--- src/rtl/aftab_mem_port_arbiter.sv ---
// aftab_mem_port_arbiter
// Shares the single byte-wide data-memory port between the DARU (loads), the DAWU (stores)
// and the debugger. A requester keeps the port for its whole multi-byte transaction. While it
// owns the port, its strobes, address, data and memory-ready are routed to memory. A beat that
// never sees mem_ready_i is aborted with a one-cycle bus_err_o.
//
// Ports
//   clk_i, rst_ni                       clock, asynchronous active-low reset
//   daru_req_i/daru_addr_i              DARU load request (level) and beat address
//   dawu_req_i/dawu_addr_i/dawu_data_i  DAWU store request (level), address, write byte
//   dbg_req_i/dbg_we_i/dbg_addr_i/dbg_data_i  debugger request, write enable, address, byte
//   mem_ready_i/mem_data_in_i           memory beat complete, memory read byte
//   *_gnt_o                             port owned by that master (decoded from owner register)
//   *_ready_o                           mem_ready_i routed to the current owner
//   rd_data_o                           mem_data_in_i passthrough
//   mem_addr_o/mem_data_out_o           owner's address / write byte
//   read_mem_o/write_mem_o              memory strobes
//   bus_err_o                           one-cycle pulse on beat timeout
module aftab_mem_port_arbiter #(
    parameter int unsigned ADDR_W  = 32,
    parameter int unsigned DATA_W  = 8,
    parameter int unsigned TIMEOUT = 64
) (
    input  logic              clk_i,
    input  logic              rst_ni,
    input  logic              daru_req_i,
    input  logic [ADDR_W-1:0] daru_addr_i,
    input  logic              dawu_req_i,
    input  logic [ADDR_W-1:0] dawu_addr_i,
    input  logic [DATA_W-1:0] dawu_data_i,
    input  logic              dbg_req_i,
    input  logic              dbg_we_i,
    input  logic [ADDR_W-1:0] dbg_addr_i,
    input  logic [DATA_W-1:0] dbg_data_i,
    input  logic              mem_ready_i,
    input  logic [DATA_W-1:0] mem_data_in_i,
    output logic              daru_gnt_o,
    output logic              dawu_gnt_o,
    output logic              dbg_gnt_o,
    output logic              daru_ready_o,
    output logic              dawu_ready_o,
    output logic              dbg_ready_o,
    output logic [DATA_W-1:0] rd_data_o,
    output logic [ADDR_W-1:0] mem_addr_o,
    output logic [DATA_W-1:0] mem_data_out_o,
    output logic              read_mem_o,
    output logic              write_mem_o,
    output logic              bus_err_o
);

    localparam int unsigned    CntW   = (TIMEOUT > 1) ? $clog2(TIMEOUT) : 1;
    localparam logic [CntW-1:0] CntMax = CntW'(TIMEOUT - 1);

    typedef enum logic [1:0] {StIdle, StBusy, StErr} state_e;
    typedef enum logic [1:0] {OwnNone, OwnDaru, OwnDawu, OwnDbg} owner_e;

    state_e          state_q, state_d;
    owner_e          owner_q, owner_d;
    logic            last_dawu_q, last_dawu_d;  // 1: DAWU was the last load/store granted
    logic [CntW-1:0] tcnt_q, tcnt_d;

    logic own_req;
    logic limit_hit;

    always_comb begin
        case (owner_q)
            OwnDaru: own_req = daru_req_i;
            OwnDawu: own_req = dawu_req_i;
            OwnDbg:  own_req = dbg_req_i;
            default: own_req = 1'b0;
        endcase
    end

    // mem_ready_i wins over the limit; a dropped request wins over both.
    assign limit_hit = (state_q == StBusy) && own_req && !mem_ready_i && (tcnt_q == CntMax);

    always_comb begin
        state_d     = state_q;
        owner_d     = owner_q;
        last_dawu_d = last_dawu_q;
        tcnt_d      = tcnt_q;
        case (state_q)
            StIdle: begin
                if (dbg_req_i) begin
                    state_d = StBusy;
                    owner_d = OwnDbg;
                    tcnt_d  = '0;
                end else if (daru_req_i && (!dawu_req_i || last_dawu_q)) begin
                    state_d     = StBusy;
                    owner_d     = OwnDaru;
                    last_dawu_d = 1'b0;
                    tcnt_d      = '0;
                end else if (dawu_req_i) begin
                    state_d     = StBusy;
                    owner_d     = OwnDawu;
                    last_dawu_d = 1'b1;
                    tcnt_d      = '0;
                end
            end
            StBusy: begin
                if (!own_req) begin
                    state_d = StIdle;
                    owner_d = OwnNone;
                end else if (mem_ready_i) begin
                    tcnt_d = '0;
                end else if (limit_hit) begin
                    state_d = StErr;
                end else begin
                    tcnt_d = tcnt_q + 1'b1;
                end
            end
            StErr: begin
                if (!own_req) begin
                    state_d = StIdle;
                    owner_d = OwnNone;
                end
            end
            default: begin
                state_d = StIdle;
                owner_d = OwnNone;
            end
        endcase
    end

    always_ff @(posedge clk_i or negedge rst_ni) begin
        if (!rst_ni) begin
            state_q     <= StIdle;
            owner_q     <= OwnNone;
            last_dawu_q <= 1'b1;
            tcnt_q      <= '0;
        end else begin
            state_q     <= state_d;
            owner_q     <= owner_d;
            last_dawu_q <= last_dawu_d;
            tcnt_q      <= tcnt_d;
        end
    end

    // Owner is NONE in idle, so grants follow the owner register through BUSY and ERR.
    assign daru_gnt_o = (owner_q == OwnDaru);
    assign dawu_gnt_o = (owner_q == OwnDawu);
    assign dbg_gnt_o  = (owner_q == OwnDbg);
    assign rd_data_o  = mem_data_in_i;
    assign bus_err_o  = limit_hit;

    always_comb begin
        mem_addr_o     = '0;
        mem_data_out_o = '0;
        read_mem_o     = 1'b0;
        write_mem_o    = 1'b0;
        daru_ready_o   = 1'b0;
        dawu_ready_o   = 1'b0;
        dbg_ready_o    = 1'b0;
        if (state_q == StBusy) begin
            case (owner_q)
                OwnDaru: begin
                    mem_addr_o   = daru_addr_i;
                    read_mem_o   = own_req;
                    daru_ready_o = mem_ready_i;
                end
                OwnDawu: begin
                    mem_addr_o     = dawu_addr_i;
                    mem_data_out_o = dawu_data_i;
                    write_mem_o    = own_req;
                    dawu_ready_o   = mem_ready_i;
                end
                OwnDbg: begin
                    mem_addr_o     = dbg_addr_i;
                    mem_data_out_o = dbg_we_i ? dbg_data_i : '0;
                    write_mem_o    = own_req && dbg_we_i;
                    read_mem_o     = own_req && !dbg_we_i;
                    dbg_ready_o    = mem_ready_i;
                end
                default: ;
            endcase
        end
    end

endmodule

--- config.mk ---
export PLATFORM = sky130hd
export DESIGN_NAME = aftab_mem_port_arbiter
export DESIGN_NICKNAME = d
export VERILOG_FILES = /design/src/rtl/aftab_mem_port_arbiter.sv
export SDC_FILE = /design/constraint.sdc
export NUM_CORES = 1
export LEC_CHECK = 0
export ABC_AREA = 1
export CAP_MARGIN = 20
export CELL_PAD_IN_SITES_DETAIL_PLACEMENT = 1
export CELL_PAD_IN_SITES_GLOBAL_PLACEMENT = 1
export CORE_AREA = 2 2 114 116
export DETAILED_ROUTE_END_ITERATION = 8
export DIE_AREA = 0 0 116 118
export PLACE_DENSITY_LB_ADDON = 0.1
export SYNTH_ARGS = -nofsm -noshare
export SYNTH_HDL_FRONTEND = slang
export SYNTH_SLANG_ARGS = --single-unit
--- constraint.sdc ---
create_clock -name clk_i -period 1.6 [get_ports clk_i]
set_input_delay 0.4 -clock clk_i [delete_from_list [all_inputs] [get_ports clk_i]]
set_output_delay 0.4 -clock clk_i [all_outputs]
set_load 0.03 [all_outputs]
==> impl_results.md, run 1 <==
- Commonest cells after routing, fill and taps aside: sky130_fd_sc_hd__nand2_1, sky130_fd_sc_hd__clkdlybuf4s50_1, sky130_fd_sc_hd__buf_6
- Share of layout cells above drive strength 1: 48.0%
- Category of the most critical setup path: register to output pin
- Initial antenna violation count: 0
- Post-route cell area: 5040 um2
- Sequential cell area fraction in the yosys report: 15.2%
- Violations in the final reports: setup timing
- Maximum number of pins on one net before global-route repair: 18
- Global-route wire length before repair: around 18000 um
- Syn Std Cell Area: 1820 um2
- Pre-antenna DRT Iters: 4
- Vert. Die Dim: 118 um
- Final critical path time including I/O delays and setup: 1.98 ns
- Crit-path leading delay family: buffers and inverters
- Final setup violation count: 55
- Weighted congestion at the end of routability-driven global placement: 0.787
- Std cell rows: between 40 and 50
- Remaining global-route overflow: 0
- Buffer levels on the longest clock path: 2
- Half-perimeter wire length after detailed placement: 8180 um
- I/O pin cnt: 184
- Largest incremental delay on the critical path: 0.41 ns
- Sw Share: 49.6%
- Setup repair after global routing missed its margin: true
- Max IR drop VDD: 0.621 mV
- Clock latency on the worst-skew pair: 0.24 ns
- Req. time, crit path: 1.20 ns
- Number of nets in the synthesized netlist: 492
- Initial core utilization: around 15%
- Worst slew margin relative to its limit: 81.4%
- H-Tree Depth: 1
- Die Area: 13700 um2
- Worst min path class: input port to async pin
- Number of hold violations in the final report: 0
- Cell-internal power: 0.00405 W
- Worst-Margin Slew: around 0.28 ns
- Max-slew violation total from the final report: 0
- Switching power of the nets: 0.00399 W
- Num Clock Sinks: 11
- Clock transition at the register clock pins on the worst setup and hold paths after CTS: roughly 0.040 ns
- Mapped Avg Cell Area: 5.05 um2
- Post-Place Worst Slack: -0.389 ns
- Part of the power in registers: 5.6%
- Cell count of the worst reg-to-reg path: 10
- Fraction of power consumed by combinational cells: 88.6%
- Max Freq: 506 MHz
- Core area: approximately 12000 um2
- Routed wirelength normalized by instance count: 16.1 um
- Final nets: about 700
- Ant. Diodes: 0
- Cells after synthesis: 361
- Max-Cap Viols: 0
- Leakage Power: 2.52 nW
- Post-synthesis register bit count: 11
- Clk network pwr share: 5.8%
- CP Buf/Inv Count: 6
- Power Dens Cells: 1590 nW/um2
- Number of buffers created by CTS: 3
- Port Buffers: 167
- Via total after detailed routing: around 3000
- Kind of capture point of the worst setup path: output pin
- Final worst setup slack: -0.376 ns
- Number of warnings issued by yosys: 0
- Final hold slack: 0.462 ns
- CP startpoint kind: register
- Drt first-iter violations: 61
- Max FO, Critical Path: 6
- Crit. path cell count: 10
- Arr. time, crit path: 1.58 ns
- Critical-path cell with the highest stage delay: sky130_fd_sc_hd__dfrtp_1
- Post-Route WL: between 10000 and 15000 um
- # DRC: 0
- Cell-by-cell listing of the critical path: buf_6 -> nand2_4 -> inv_8 -> buf_12 -> buf_12 -> nand2_2 -> nand3_2 -> nand2_2 -> inv_2 -> buf_6
- Clock tree from TritonCTS: done
- Total routing resource utilization after global routing: 16.6%
- Post-DR vias/cell: 4.11
- Area growth from synthesis to final layout: 177%
- TNS Setup: -15.25 ns
- Vias in the first global route: between 3000 and 4000
- Outcome: finished with violations
- Cts hold-fix bufs: 0
- Root buf cell: sky130_fd_sc_hd__clkbuf_16
- Die X-Extent: around 120 um
- Routed Antenna Nets: 0
- Count of cell types in the netlist: 21
- Area after DPL: slightly below 4000 um2
- Share of the clock period used by the worst path: 123%
- Worst Skew: between 0.004 and 0.005 ns
worst reg2reg max path, stage by stage, from the launching register on:
cell	delay, ns
sky130_fd_sc_hd__dfrtp_2	0.47
sky130_fd_sc_hd__buf_4	0.19
sky130_fd_sc_hd__nand3_4	0.08
sky130_fd_sc_hd__nand3_4	0.13
sky130_fd_sc_hd__buf_4	0.17
sky130_fd_sc_hd__buf_6	0.11
sky130_fd_sc_hd__nand2_4	0.07
sky130_fd_sc_hd__nand2_4	0.07
sky130_fd_sc_hd__buf_6	0.12
sky130_fd_sc_hd__nand4_1	0.07
sky130_fd_sc_hd__nand2_1	0.06
area by class of cell:
type,count,area (um2)
fillers,1540,7370
well taps,172,215
flip-flops and latches,11,278
multi-input cells,269,1750
repair buffers,229,2490
clock buffers,4,78.8
inverters,56,230
power by group through the flow:
stage / Sequential [W] / Clock (W) / Combinational [W]
finish: 0.000449 / 0.000466 / 0.00713
global route: 0.000461 / 0.000492 / 0.00764
CTS: 0.000446 / 0.000478 / 0.00697
detailed placement: 0.000436 / 0 / 0.00487
global placement: 0.000438 / 0 / 0.00482
floorplan: 0.000427 / 0 / 0.00283
cell usage after synthesis:
library cell | number | share of area [%]
sky130_fd_sc_hd__nor4_1 | 1 | 0.34
sky130_fd_sc_hd__buf_4 | 8 | 3.3
sky130_fd_sc_hd__buf_2 | 12 | 3.3
sky130_fd_sc_hd__a21oi_1 | 1 | 0.27
sky130_fd_sc_hd__nand4_1 | 5 | 1.7
sky130_fd_sc_hd__nand3_2 | 3 | 1.6
sky130_fd_sc_hd__nand2_1 | 170 | 35
sky130_fd_sc_hd__dfstp_2 | 1 | 1.4
sky130_fd_sc_hd__buf_1 | 3 | 0.62
sky130_fd_sc_hd__xnor2_1 | 1 | 0.48
sky130_fd_sc_hd__dfrtp_1 | 10 | 14
sky130_fd_sc_hd__ha_1 | 4 | 2.7
sky130_fd_sc_hd__a32oi_1 | 8 | 3.8
sky130_fd_sc_hd__nor2_2 | 1 | 0.34
sky130_fd_sc_hd__nand3_1 | 45 | 12
sky130_fd_sc_hd__clkbuf_1 | 2 | 0.41
sky130_fd_sc_hd__nor2_1 | 22 | 4.5
sky130_fd_sc_hd__o21ai_0 | 5 | 1.4
sky130_fd_sc_hd__inv_2 | 1 | 0.21
sky130_fd_sc_hd__nand2_2 | 3 | 1.0
sky130_fd_sc_hd__inv_1 | 55 | 11
per-stage QoR:
step	std cells	utilization, %	total power (W)
6_report	741	40.6	0.00804
5_1_grt	741	40.6	0.00860
4_1_cts	742	39.0	0.00790
3_5_place_dp	713	31.0	0.00530
3_3_place_gp	713	31.0	0.00526
2_1_floorplan	361	-	0.00326
path summary, 6_finish.rpt:
kind	slack, ns	to	from
worst max-delay path	-0.38	mem_addr_o[19]	owner_q[0]
worst min-delay path	0.46	tcnt_q[2]	rst_ni
worst max register to register	-0.07	tcnt_q[1]	owner_q[1]
worst min register to register	0.50	last_dawu_q	last_dawu_q
max in group asynchronous	0.91	last_dawu_q	rst_ni
min in group clk_i	0.50	last_dawu_q	last_dawu_q
flip-flops by register name, indices dropped and copies added (netlist names):
| signal | count |
|---|---|
| last_dawu_q | 1 |
| tcnt_q | 6 |
| state_q | 2 |
| owner_q | 2 |
repair_timing:
action | 4_1_cts | 5_1_grt
endpoints found under the setup margin | 55 | 59
buffers inserted | 19 | 5
gates cloned | 9 | 0
resized for setup | 138 | 87
pin swaps | 26 | 26
kinds of logic after synthesis:
family | share of synthesized area [%]
adders and majority gates | 2.75
xor gates and xnor gates | 0.481
buffers and inverters | 19.1
and+or+nand+nor | 57.0
DFF | 15.2
AOI/OAI and AO/OA | 5.49
layer usage:
| layer | vias to the layer above | global-route usage, % | routed length, um |
|---|---|---|---|
| li1 | 1524 | - | - |
| met1 | 1427 | 19.4 | 4630 |
| met2 | 88 | 32.4 | 6480 |
| met3 | 6 | 2.01 | 717 |
| met4 | 0 | 2.08 | 76 |
| met5 | - | 0 | 0 |
Note: power is estimated with default switching activity, not from simulation.
==> run 2, diff against run 1 <==
--- a/config.mk
+++ b/config.mk
@@ -16,3 +16,4 @@
 export SYNTH_ARGS = -nofsm -noshare
 export SYNTH_HDL_FRONTEND = slang
 export SYNTH_SLANG_ARGS = --single-unit
+export TNS_END_PERCENT = 100
==> results of run 2 <==
Final layout, timing and power as in run 1 (identical DEF).
==> run 3, diff against run 2 <==
--- a/config.mk
+++ b/config.mk
@@ -13,6 +13,7 @@
 export DETAILED_ROUTE_END_ITERATION = 8
 export DIE_AREA = 0 0 116 118
 export PLACE_DENSITY_LB_ADDON = 0.1
+export SETUP_SLACK_MARGIN = 0.05
 export SYNTH_ARGS = -nofsm -noshare
 export SYNTH_HDL_FRONTEND = slang
 export SYNTH_SLANG_ARGS = --single-unit
==> impl_results.md, run 3 (synthesis results as in run 1) <==
- Outcome: finished with violations
- Violations in the final reports: setup timing
- Most flop-heavy register: tcnt_q
- Die Area: 13700 um2 (unchanged)
- Clock transition at the register clock pins on the worst setup and hold paths after CTS: 0.05 ns (about the same)
- Share of layout cells above drive strength 1: 45.0% (-2.9 points)
- Final hold slack: 0.461 ns (-0.000659 ns)
- Clock latency on the worst-skew pair: 0.24 ns (about the same)
- Post-layout utilization of the core: 39.8% (-0.82 points)
- Drt first-iter violations: 79 (+30%)
- Top cell by count, worst path: sky130_fd_sc_hd__buf_6
- Final critical path time including I/O delays and setup: 1.93 ns (-0.0458 ns)
- Power Dens Cells: 1550 nW/um2 (-3.0%)
- Via total after detailed routing: 3054 (+0.30%)
- TNS Setup: -13.90 ns (+1.35 ns)
- Total routing resource utilization after global routing: 15.4% (-1.2 points)
- Final total power: 0.00764 W (-4.9%)
- Worst-Margin Slew: 0.310 ns (+0.0338 ns)
- Final worst setup slack: -0.330 ns (+0.0458 ns)
- Worst Skew: 0.00890 ns (+0.00422 ns)
- Max IR drop VDD: 0.592 mV (-4.7%)
- Number of hold violations in the final report: 0 (unchanged)
- Post-DR vias/cell: 4.14 (+0.84%)
- I/O pin cnt: 184 (unchanged)
- Total placed cells including tap cells: 712 (-0.14%)
- Area growth from synthesis to final layout: 171%
- Max-Cap Viols: 0 (unchanged)
- Arr. time, crit path: 1.53 ns (-0.05 ns)
- # DRC: 0 (unchanged)
- Most common library cell in the layout ignoring fill and taps: sky130_fd_sc_hd__nand2_1
- Root buf cell: sky130_fd_sc_hd__clkbuf_16
- Commonest cells after routing, fill and taps aside: sky130_fd_sc_hd__nand2_1, sky130_fd_sc_hd__clkdlybuf4s50_1, sky130_fd_sc_hd__buf_6
- Buffer levels on the longest clock path: 2 (unchanged)
- Vert. Die Dim: 118 um (unchanged)
- Initial core utilization: 14.7% (unchanged)
- Port Buffers: 167 (unchanged)
- Remaining global-route overflow: 0 (unchanged)
- Leakage Power: 2.44 nW (-3.3%)
- Die X-Extent: 116 um (unchanged)
- Initial antenna violation count: 1 (+1)
- Worst min path class: input port to async pin
- Share of the clock period used by the worst path: 121% (-2.9 points)
- H-Tree Depth: 1 (unchanged)
- Max FO, Critical Path: 5 (-1)
- Filler cell count in the final layout: 1535 (-0.32%)
- Final nets: 696 (-0.71%)
- Clock tree from TritonCTS: done
- Post-route non-filler standard cell count: 737 (-0.54%)
- Max Freq: 518 MHz (+2.4%)
- Post-Route WL: 11600 um (-2.6%)
- Max-slew violation total from the final report: 0 (unchanged)
- Cell-by-cell listing of the critical path: nand2_4 -> clkinv_8 -> buf_6 -> buf_4 -> nand2_2 -> nand3_2 -> nand2_1 -> inv_2 -> buf_6
- Critical-path cell with the highest stage delay: sky130_fd_sc_hd__dfrtp_2
- Core area: 12400 um2 (unchanged)
- Largest incremental delay on the critical path: 0.47 ns (+0.06 ns)
- Setup repair after global routing missed its margin: true
- Global-route wire length before repair: 16800 um (-5.3%)
- Flip-flop count of the largest register after layout: 6 (unchanged)
- Kind of capture point of the worst setup path: output pin
- Routed wirelength normalized by instance count: 15.7 um (-2.1%)
- Vias in the first global route: 3156 (-0.22%)
- Half-perimeter wire length after detailed placement: 8100 um (-1.1%)
- Worst slew margin relative to its limit: 79.2% (-2.3 points)
- Pre-antenna DRT Iters: 4 (unchanged)
- CP startpoint kind: register
- Num Clock Sinks: 11 (unchanged)
- Maximum number of pins on one net before global-route repair: 33 (+15)
- Req. time, crit path: 1.20 ns (about the same)
- Weighted congestion at the end of routability-driven global placement: 0.757 (-3.8%)
- Registers with the most flip-flops: tcnt_q x6, owner_q x2, state_q x2
- Std cell rows: 41 (unchanged)
- Category of the most critical setup path: register to output pin
- Routed Antenna Nets: 0 (unchanged)
- Final setup violation count: 56 (+1.8%)
- Number of buffers created by CTS: 3 (unchanged)
==> run 3: final timing paths <==
path / from / endpoint / slack (ns) / depth (start not counted)
worst max-delay path: owner_q[0] / mem_addr_o[0] / -0.33 / 9
worst min-delay path: rst_ni / tcnt_q[1] / 0.46 / 2
worst max register to register: owner_q[0] / tcnt_q[0] / -0.17 / 11
worst min register to register: last_dawu_q / last_dawu_q / 0.49 / 2
max in group asynchronous: rst_ni / last_dawu_q / 0.90 / 2
min in group clk_i: last_dawu_q / last_dawu_q / 0.49 / 2
==> run 3: critical path, delay by kind of cell (launching register included) <==
kind,cells,cell delay (ns)
and+or+nand+nor,4,0.32
buffers and inverters,5,0.49
DFF,1,0.47
==> run 3: what timing repair did <==
| item | 4_1_cts | 5_1_grt |
|---|---|---|
| endpoints found under the setup margin | 57 | 59 |
| endpoints found under the hold margin | 0 | 0 |
| hold buffers | 0 | 0 |
| resized for setup | 126 | 73 |
| buffers inserted | 13 | 7 |
| pin swaps | 15 | 16 |
| cloned | 5 | 3 |
==> run 3: power breakdown <==
part / leakage [nW] / total [W] / switching, W / internal, W
Clock: 0.0409 / 0.000466 / 0.000134 / 0.000332
Combinational: 2.25 / 0.00672 / 0.00367 / 0.00305
Sequential: 0.141 / 0.000460 / 0.0000970 / 0.000363
==> run 3: metal layers <==
metal / share of wire, % / track usage (%) / vias to the layer above
met5: 0 / 0 / -
met4: 1.2 / 2.98 / 0
met3: 4.8 / 1.75 / 10
met2: 53 / 29.3 / 89
met1: 41 / 18.4 / 1441
li1: - / - / 1514
==> run 3: stage by stage <==
step / instance area (um2) / setup slack [ns]
2_1_floorplan: 1890 / -0.0171
3_5_place_dp: 3850 / -0.331
3_3_place_gp: 3850 / -0.350
5_1_grt: 4940 / -0.403
4_1_cts: 4590 / -0.362
6_report: 4940 / -0.330
==> run 3: final cells by class <==
| cell class | count | area (um2) | area share (%) |
|---|---|---|---|
| Antenna cell | 1 | 2.50 | 0.0506 |
| Clock buffer | 3 | 75.1 | 1.52 |
| Clock inverter | 1 | 5.00 | 0.101 |
| Inverter | 56 | 245 | 4.96 |
| Multi-Input combinational cell | 270 | 1720 | 34.7 |
| Sequential cell | 11 | 279 | 5.64 |
| Tap cell | 172 | 215 | 4.35 |
| Timing Repair Buffer | 223 | 2410 | 48.7 |
